[config.mk]
export PLATFORM = sky130hd
export DESIGN_NAME = sqrt_display
export DESIGN_NICKNAME = d
export VERILOG_FILES = /design/src/rtl/sqrt_pkg.sv /design/src/rtl/seg7_decode.sv /design/src/rtl/sqrt_display.sv
export SDC_FILE = /design/constraint.sdc
export NUM_CORES = 1
export LEC_CHECK = 0
export ABC_AREA = 0
export CORE_MARGIN = 2
export CORE_UTILIZATION = 59
export DETAILED_ROUTE_END_ITERATION = 8
export PLACE_DENSITY = 0.84
export SETUP_SLACK_MARGIN = 0.5
export SYNTH_ARGS = -nofsm -noshare
export SYNTH_HDL_FRONTEND = slang
export SYNTH_SLANG_ARGS = --single-unit
export TNS_END_PERCENT = 20
[constraint.sdc]
create_clock -name clk -period 6 [get_ports clk]
set_input_delay 0.9 -clock clk [delete_from_list [all_inputs] [get_ports clk]]
set_output_delay 0.9 -clock clk [all_outputs]
set_load 0.02 [all_outputs]
[src/rtl/sqrt_pkg.sv]
// Shared types and constants for the Q4.4 square-root display.
package sqrt_pkg;

  // Q4.4 field widths
  localparam int unsigned IntW  = 4;
  localparam int unsigned FracW = 4;
  localparam int unsigned DataW = IntW + FracW;

  // Display phases
  typedef enum logic [2:0] {
    StIdle,
    StTens,
    StUnits,
    StFrac,
    StGap
  } state_e;

  // Active-high segments, bit0=a .. bit6=g, entry i drives digit i
  localparam logic [9:0][6:0] SegTable = {
    7'h6F, 7'h7F, 7'h07, 7'h7D, 7'h6D, 7'h66, 7'h4F, 7'h5B, 7'h06, 7'h3F
  };

endpackage

[src/rtl/seg7_decode.sv]
// Combinational digit to seven-segment decoder with blanking.
module seg7_decode
  import sqrt_pkg::*;
(
  input  logic [3:0] digit_i,
  input  logic       blank_i,
  output logic [6:0] seg_o
);

  // Blank on request or for any non-decimal digit
  always_comb begin
    seg_o = 7'h00;
    if (!blank_i && (digit_i <= 4'd9)) begin
      seg_o = SegTable[digit_i];
    end
  end

endmodule

[src/rtl/sqrt_display.sv]
// Shows a Q4.4 result as tens, units (with dp), one fractional digit, then a blank gap.
module sqrt_display
  import sqrt_pkg::*;
#(
  parameter int unsigned DWELL = 4
) (
  input  logic             clk,
  input  logic             rst,
  input  logic             res_valid,
  input  logic [DataW-1:0] res_data,
  output logic             res_ready,
  output logic [6:0]       seg,
  output logic             dp
);

  localparam logic [7:0] LastCnt = 8'(DWELL - 1);

  state_e           state_q, state_d;
  logic [7:0]       cnt_q, cnt_d;
  logic [DataW-1:0] data_q, data_d;
  logic             ready_q, ready_d;
  logic [6:0]       seg_q, seg_d;
  logic             dp_q, dp_d;

  logic             xfer;
  logic             last;

  logic [IntW-1:0]  int_part;
  logic [FracW-1:0] frac_part;
  logic [7:0]       frac_x10;
  logic [3:0]       tens_dig, units_dig, frac_dig;
  logic [3:0]       dig_sel;
  logic             blank_sel;

  assign xfer = res_valid && ready_q;
  assign last = (cnt_q == LastCnt);

  // Next-state, dwell counter and capture of the incoming result
  always_comb begin
    state_d = state_q;
    cnt_d   = cnt_q;
    data_d  = data_q;
    unique case (state_q)
      StIdle: begin
        if (xfer) begin
          state_d = StTens;
          cnt_d   = 8'd0;
          data_d  = res_data;
        end
      end
      StTens, StUnits, StFrac: begin
        if (last) begin
          cnt_d = 8'd0;
          if (state_q == StTens) begin
            state_d = StUnits;
          end else if (state_q == StUnits) begin
            state_d = StFrac;
          end else begin
            state_d = StGap;
          end
        end else begin
          cnt_d = cnt_q + 8'd1;
        end
      end
      StGap: begin
        if (xfer) begin
          state_d = StTens;
          cnt_d   = 8'd0;
          data_d  = res_data;
        end else if (last) begin
          state_d = StTens;
          cnt_d   = 8'd0;
        end else begin
          cnt_d = cnt_q + 8'd1;
        end
      end
      default: begin
        state_d = StIdle;
        cnt_d   = 8'd0;
      end
    endcase
  end

  // Digit split from the value the next state will display, so outputs are ready on entry
  always_comb begin
    int_part  = data_d[DataW-1:FracW];
    frac_part = data_d[FracW-1:0];
    frac_x10  = {4'b0000, frac_part} * 8'd10;
    frac_dig  = 4'(frac_x10 >> 4);
    if (int_part >= 4'd10) begin
      tens_dig  = 4'd1;
      units_dig = int_part - 4'd10;
    end else begin
      tens_dig  = 4'd0;
      units_dig = int_part;
    end
  end

  // Select the digit and strobes belonging to the upcoming state
  always_comb begin
    dig_sel   = 4'd0;
    blank_sel = 1'b1;
    dp_d      = 1'b0;
    ready_d   = 1'b0;
    unique case (state_d)
      StTens: begin
        dig_sel   = tens_dig;
        blank_sel = (tens_dig == 4'd0);
      end
      StUnits: begin
        dig_sel   = units_dig;
        blank_sel = 1'b0;
        dp_d      = 1'b1;
      end
      StFrac: begin
        dig_sel   = frac_dig;
        blank_sel = 1'b0;
      end
      StIdle, StGap: begin
        ready_d = 1'b1;
      end
      default: begin
        ready_d = 1'b1;
      end
    endcase
  end

  seg7_decode u_seg7_decode (
    .digit_i (dig_sel),
    .blank_i (blank_sel),
    .seg_o   (seg_d)
  );

  // State, stored value and registered outputs; reset wins over any transfer
  always_ff @(posedge clk) begin
    if (rst) begin
      state_q <= StIdle;
      cnt_q   <= 8'd0;
      data_q  <= '0;
      ready_q <= 1'b1;
      seg_q   <= 7'h00;
      dp_q    <= 1'b0;
    end else begin
      state_q <= state_d;
      cnt_q   <= cnt_d;
      data_q  <= data_d;
      ready_q <= ready_d;
      seg_q   <= seg_d;
      dp_q    <= dp_d;
    end
  end

  assign res_ready = ready_q;
  assign seg       = seg_q;
  assign dp        = dp_q;

endmodule

After elaboration in Yosys (flattened, before gate mapping)
Memory sizes are Yosys's and may differ from the RTL's. A register that Yosys moved wholly into a read port is not among the register bits.
Cells that the tools add are included.
- magnitude comparators: 2
- reduce and logical (&&, ||, !) cells: 10
- bitwise logic cells: 1
- equality and inequality tests: 9
- $mul: 1
- add/sub/neg operators: 2
- multiplexer cells: 19
- operators with widths (cell ; number):
    $mux W8 ; 5
    $pmux W8 S3 ; 1
    $mux W3 ; 6
    $eq A3 B2 Y1 const B ; 4
    $pmux W4 S3 ; 1
    $pmux W3 S3 ; 1
    $add A8 B1 Y8 const B ; 1
    $eq A8 B2 Y1 const B ; 1
    $mul A4 B3 Y7 const B ; 1
    $eq A3 B1 Y1 const B ; 2
    $reduce_or A2 Y1 ; 3
    $reduce_or A3 Y1 ; 2
    $ge A4 B4 Y1 const B ; 1
    $le A4 B4 Y1 const B ; 1
    $logic_not A4 Y1 ; 1
    $mux W4 ; 1
    $sub A4 B4 Y4 const B ; 1
    $eq A3 B3 Y1 const B ; 1
    $logic_not A3 Y1 ; 1
    $mux W1 ; 3
    $logic_and A1 B1 Y1 ; 2
    $ne A2 B2 Y1 const B ; 1
    $pmux W1 S2 ; 1
    $logic_not A1 Y1 ; 1
    $not A1 Y1 ; 1
- output and inout bits: 9
- bits of input ports: 11
- memory bits (read-only): 112
- memories kept: 1
- bits in registers: 21
- memories (name ; words ; width ; rd ports ; clocked after memory_dff ; wr ports ; line ; source):
    (no name shown) ; 16 ; 7 ; 1 ; 1 ; 0 ; seg7_decode.sv:14 ; seg_o = SegTable[digit_i];

Longest topological paths before layout
- depth after elaboration: 12
- depth in mapped cells: 14

Hierarchy
From an unflattened synthesis, not the netlist that was laid out.
- cell total of the unflattened synthesis: 198
- area, all modules: 1769.2 µm²
- modules (own cells, without submodules) (module ; instances ; sequential area each (µm²) ; area each (µm²) ; cells each):
    sqrt_display ; 1 ; 560.5 ; 1559.0 ; 169
    seg7_decode ; 1 ; 0.0 ; 210.2 ; 29

Worst setup path after synthesis
OpenSTA, ideal clock, no wires.
- path kind: input -> register
- from: input res_valid
- to: register seg_q[0], in the netlist seg[0]
- arrival: 3780 ps
- required time: 5878 ps
- stages on the path: 14
- path buffers: 2
- path slack: 2098 ps
- cells stage by stage: and4bb_1 buf_6 buf_4 mux2_2 ha_1 ha_1 inv_1 fa_1 o22ai_1 inv_1 ha_1 nor3_1 a31o_2 nor3_2
- elaborated cells between the ends (all ways): 23
- those cells by class: add/sub (1); mul (1); order compare (2); eq/ne (3); mux (9); bitwise (1); reduce/logical (6)
- RTL lines (element ; line ; source):
    start: declaration ; sqrt_display.sv:9 ; input logic res_valid,
    $logic_and A1 B1 Y1 (*) ; sqrt_display.sv:35 ; assign xfer = res_valid && ready_q;
    $mux W8 (*) ; sqrt_display.sv:45, sqrt_display.sv:66 ;
    $mux W8 (*) ; n/a ;
    via data_d[1] ; sqrt_display.sv:20 ; logic [DataW-1:0] data_q, data_d;
    $mul A4 B3 Y7 (*) ; sqrt_display.sv:88 ; frac_x10 = {4'b0000, frac_part} * 8'd10;
    $pmux W4 S3 (*) ; sqrt_display.sv:105 ; unique case (state_d)
    $le A4 B4 Y1 ; seg7_decode.sv:13 ; if (!blank_i && (digit_i <= 4'd9)) begin
    $logic_and A1 B1 Y1 ; seg7_decode.sv:13 ;
    $not A1 Y1 (no line) ; n/a ;
    $reduce_or A2 Y1 (no line) ; n/a ;
    end: declaration ; sqrt_display.sv:22 ; logic [6:0] seg_q, seg_d;
Mark *: on every way through the listed nets, which the timed path passes. The rest lies on a longest branch.
A chain may end at the register's enable or synchronous reset.

Final worst setup path
- from: input res_valid
- to: register seg_q[3], in the netlist seg[3]
The elaborated chain is that of the path after synthesis.

==> results.yml <==
floorplan:
  die_x_um: 57.01
  io_pins: 20
  die_y_um: 57.01
  initial_core_util_pct: 61.17
  die_area_um2: 3250
  core_area_um2: 2710
  rows: 19
synthesis:
  yosys_warnings: 0
  ys.flop_type: "dfxtp_1"
  synth.area.top_cells: "dfxtp_1 (34%), ha_1 (8.3%), nor2_1 (7.7%)"
  synth-edff-count: 0
  netlist_area_um2: 1658
  syn_area_per_cell_um2: 8.772
  yosys_register_bits: 28
  yosysTopAreaCell: "dfxtp_1"
  synthDistinctLibCells: 48
  synth_seq_area_share_pct: 33.81
  synth_cells: 189
  syn-num-nets: 212
  async_flop_share_pct: 0
  synth.top_cell.area_share_pct: 33.81
timing:
  finalMaxSlewViolations: 0
  setup_viol: 0
  fin_crit_ns: 4.272
  slew_headroom_pct: 48.29
  fin_crit_sh_pct: 71.20
  rsz0062_at_grt: "no"
  hold_violations: 0
  finClkSkew_ns: 0.006526
  worst_pin_slew_ns: 0.7732
  fmax_ghz: 0.2341
  tns_ns: 0
  fin_hold_ws_ns: 0.4953
global_routing:
  grt.total_usage_pct: 22.87
  grt_max_degree: 23
  grt_first_pass_wirelength_mm: 5.940
  gr-total-overflow: 0
  antenna_found_initial: 0
  grt_pass1_vias: 1365
clock_network:
  clock-root-buffer: "clkbuf_4"
  htree_levels: 1
  post_cts_resized: 0
  cts_tree: "yes"
  cts_hold_buf: 0
  clock_latency_ns: 0.33
  numCtsBuffers: 3
  clockBufferDepth: 2
  clk_pin_slew_ns: 0.15
  clkSinkCount: 28
  post-cts-setup-buffers: 0
finish:
  n_antenna_cell: 0
  layout.cells.non_filler: 239
  fin_util_pct: 70.45
  fin_nets: 232
  drive_above_1_share_pct: 10.58
  syn2layout_area_growth_pct: 15.17
critical_path:
  crit_required_ns: 6.24
  slowest_delay_ns: 0.47
  crit_buf_inv: 4
  worstPathCellList: "clkdlybuf4s50_1, and4bb_1, buf_4, mux2_2, ha_1, ha_1, inv_1, fa_1, o22ai_1, inv_1, ha_1, nor3_1, a31o_2, nor3_2"
  cp_top_family: "adder cells"
  path_max_fanout: 16
  crit_top_cell: "ha_1"
  arrival_ns: 4.51
  slowest_stage: "clkdlybuf4s50_1"
  end_kind: "register"
  path_class: "input pin to register"
  crit_path_start_kind: "input pin"
pwr:
  p_leak_nw: 0.7805
  total_power_w: 0.0004041
  ir_drop_mv: 0.1879
  powerDensity_nw_per_um2: 211.7
hold_path:
  holdCritPathClass: "register to register"
detailed_routing:
  vias_per_cell: 5.941
  drt_wl_total_mm: 3.540
  vias: 1420
  drtIter0Drc: 97
  ant_nets: 0
  drt_drc_violations_left: 0
  drt_first_pass_iters: 4
  wl_per_cell_um: 14.81
placed_design:
  gp_congestion: 0.8577
  place_inst: 235
  dp_hpwl_mm: 2.649
  io_buffers: 19
job:
  maxCapViolCount: 0
status:
  status: "complete, no violations"
## worst min-delay path, stage by stage, from the launching register on
cell	delay, ns
dfxtp_1	0.36
nand2_1	0.06
a21oi_1	0.05
## registers in the layout (all words and copies together) (netlist names)
signal / cells
res_ready: 1
seg: 7
state_q: 3
data_q: 8
dp: 1
cnt_q: 8
## routing by layer
layer	share of wire [%]	up-vias	GRT usage, %
met5	0	-	0
met4	1.2	0	7.641
met3	5.8	7	4.308
met2	48	60	37.93
met1	45	645	30.06
li1	-	708	-
## synth_stat cells (all sizes together) (2+ instances only)
master	n
a31oi	3
o21bai	2
mux2i	8
or2	2
o21ai	9
nand2	10
nor3b	4
nor3	6
a311oi	2
and3	5
a21o	3
inv	7
nand3	8
o211ai	2
ha	11
clkbuf	2
dfxtp	28
a21oi	15
mux2	2
nand2b	3
buf	3
a211oi	3
nor2	34
## logic make-up after synthesis
family	share of synthesized area (%)
DFF	33.81
buffers and inverters	3.850
AOI/OAI and AO/OA	17.51
and+or+nand+nor	27.40
muxes	7.396
xor gates and xnor gates	0.5284
adders and majority gates	9.509
## layout by cell type, fill, tap and decap left out, types with 2 or more instances in the layout
| master | instances |
|---|---|
| nor2_1 | 34 |
| dfxtp_1 | 28 |
| clkdlybuf4s50_1 | 19 |
| a21oi_1 | 15 |
| ha_1 | 11 |
| nand2_1 | 9 |
| o21ai_0 | 9 |
| nand3_1 | 8 |
| inv_1 | 7 |
| mux2i_1 | 5 |
| and3_1 | 5 |
| nor3b_1 | 4 |
| nor3_2 | 3 |
| nand2b_1 | 3 |
| nor3_1 | 3 |
| a21o_1 | 3 |
| a31oi_1 | 3 |
| clkbuf_4 | 3 |
| mux2_2 | 2 |
| mux2i_2 | 2 |
| a211oi_2 | 2 |
| o211ai_1 | 2 |
| a311oi_1 | 2 |
## through the flow
stage	instance area (um2)	setup slack, ns
2_1_floorplan	1658	2.098
3_3_place_gp	1857	1.564
4_1_cts	1909	1.751
3_5_place_dp	1857	1.386
5_1_grt	1909	1.540
6_report	1909	1.728
## report_power, final
part	internal (W)	switching, W
Clock	0.0000676	0.0000558
Combinational	0.0000364	0.0000451
Sequential	0.000194	0.00000551
Total	0.000298	0.000106
## path summary, 6_finish.rpt
kind                          from                    end  slack, ns  cells after the start
max reg2reg  state_q[0]$_SDFF_PP0_      seg[3]$_SDFF_PP0_       2.28                     13
min reg2reg  cnt_q[1]$_SDFFE_PP0P_  cnt_q[1]$_SDFFE_PP0P_       0.50                      2
max                      res_valid      seg[3]$_SDFF_PP0_       1.73                     14
min          cnt_q[1]$_SDFFE_PP0P_  cnt_q[1]$_SDFFE_PP0P_       0.50                      2
## layout make-up
| cell class | instances | area, um2 |
|---|---|---|
| Clock buffer | 3 | 22.52 |
| Clock inverter | 1 | 30.03 |
| Fill cell | 215 | 800.8 |
| Inverter | 7 | 26.28 |
| Multi-Input combinational cell | 149 | 1033 |
| Sequential cell | 28 | 560.5 |
| Tap cell | 31 | 38.79 |
| Timing Repair Buffer | 20 | 197.7 |
(Power assumes the default switching activity.)
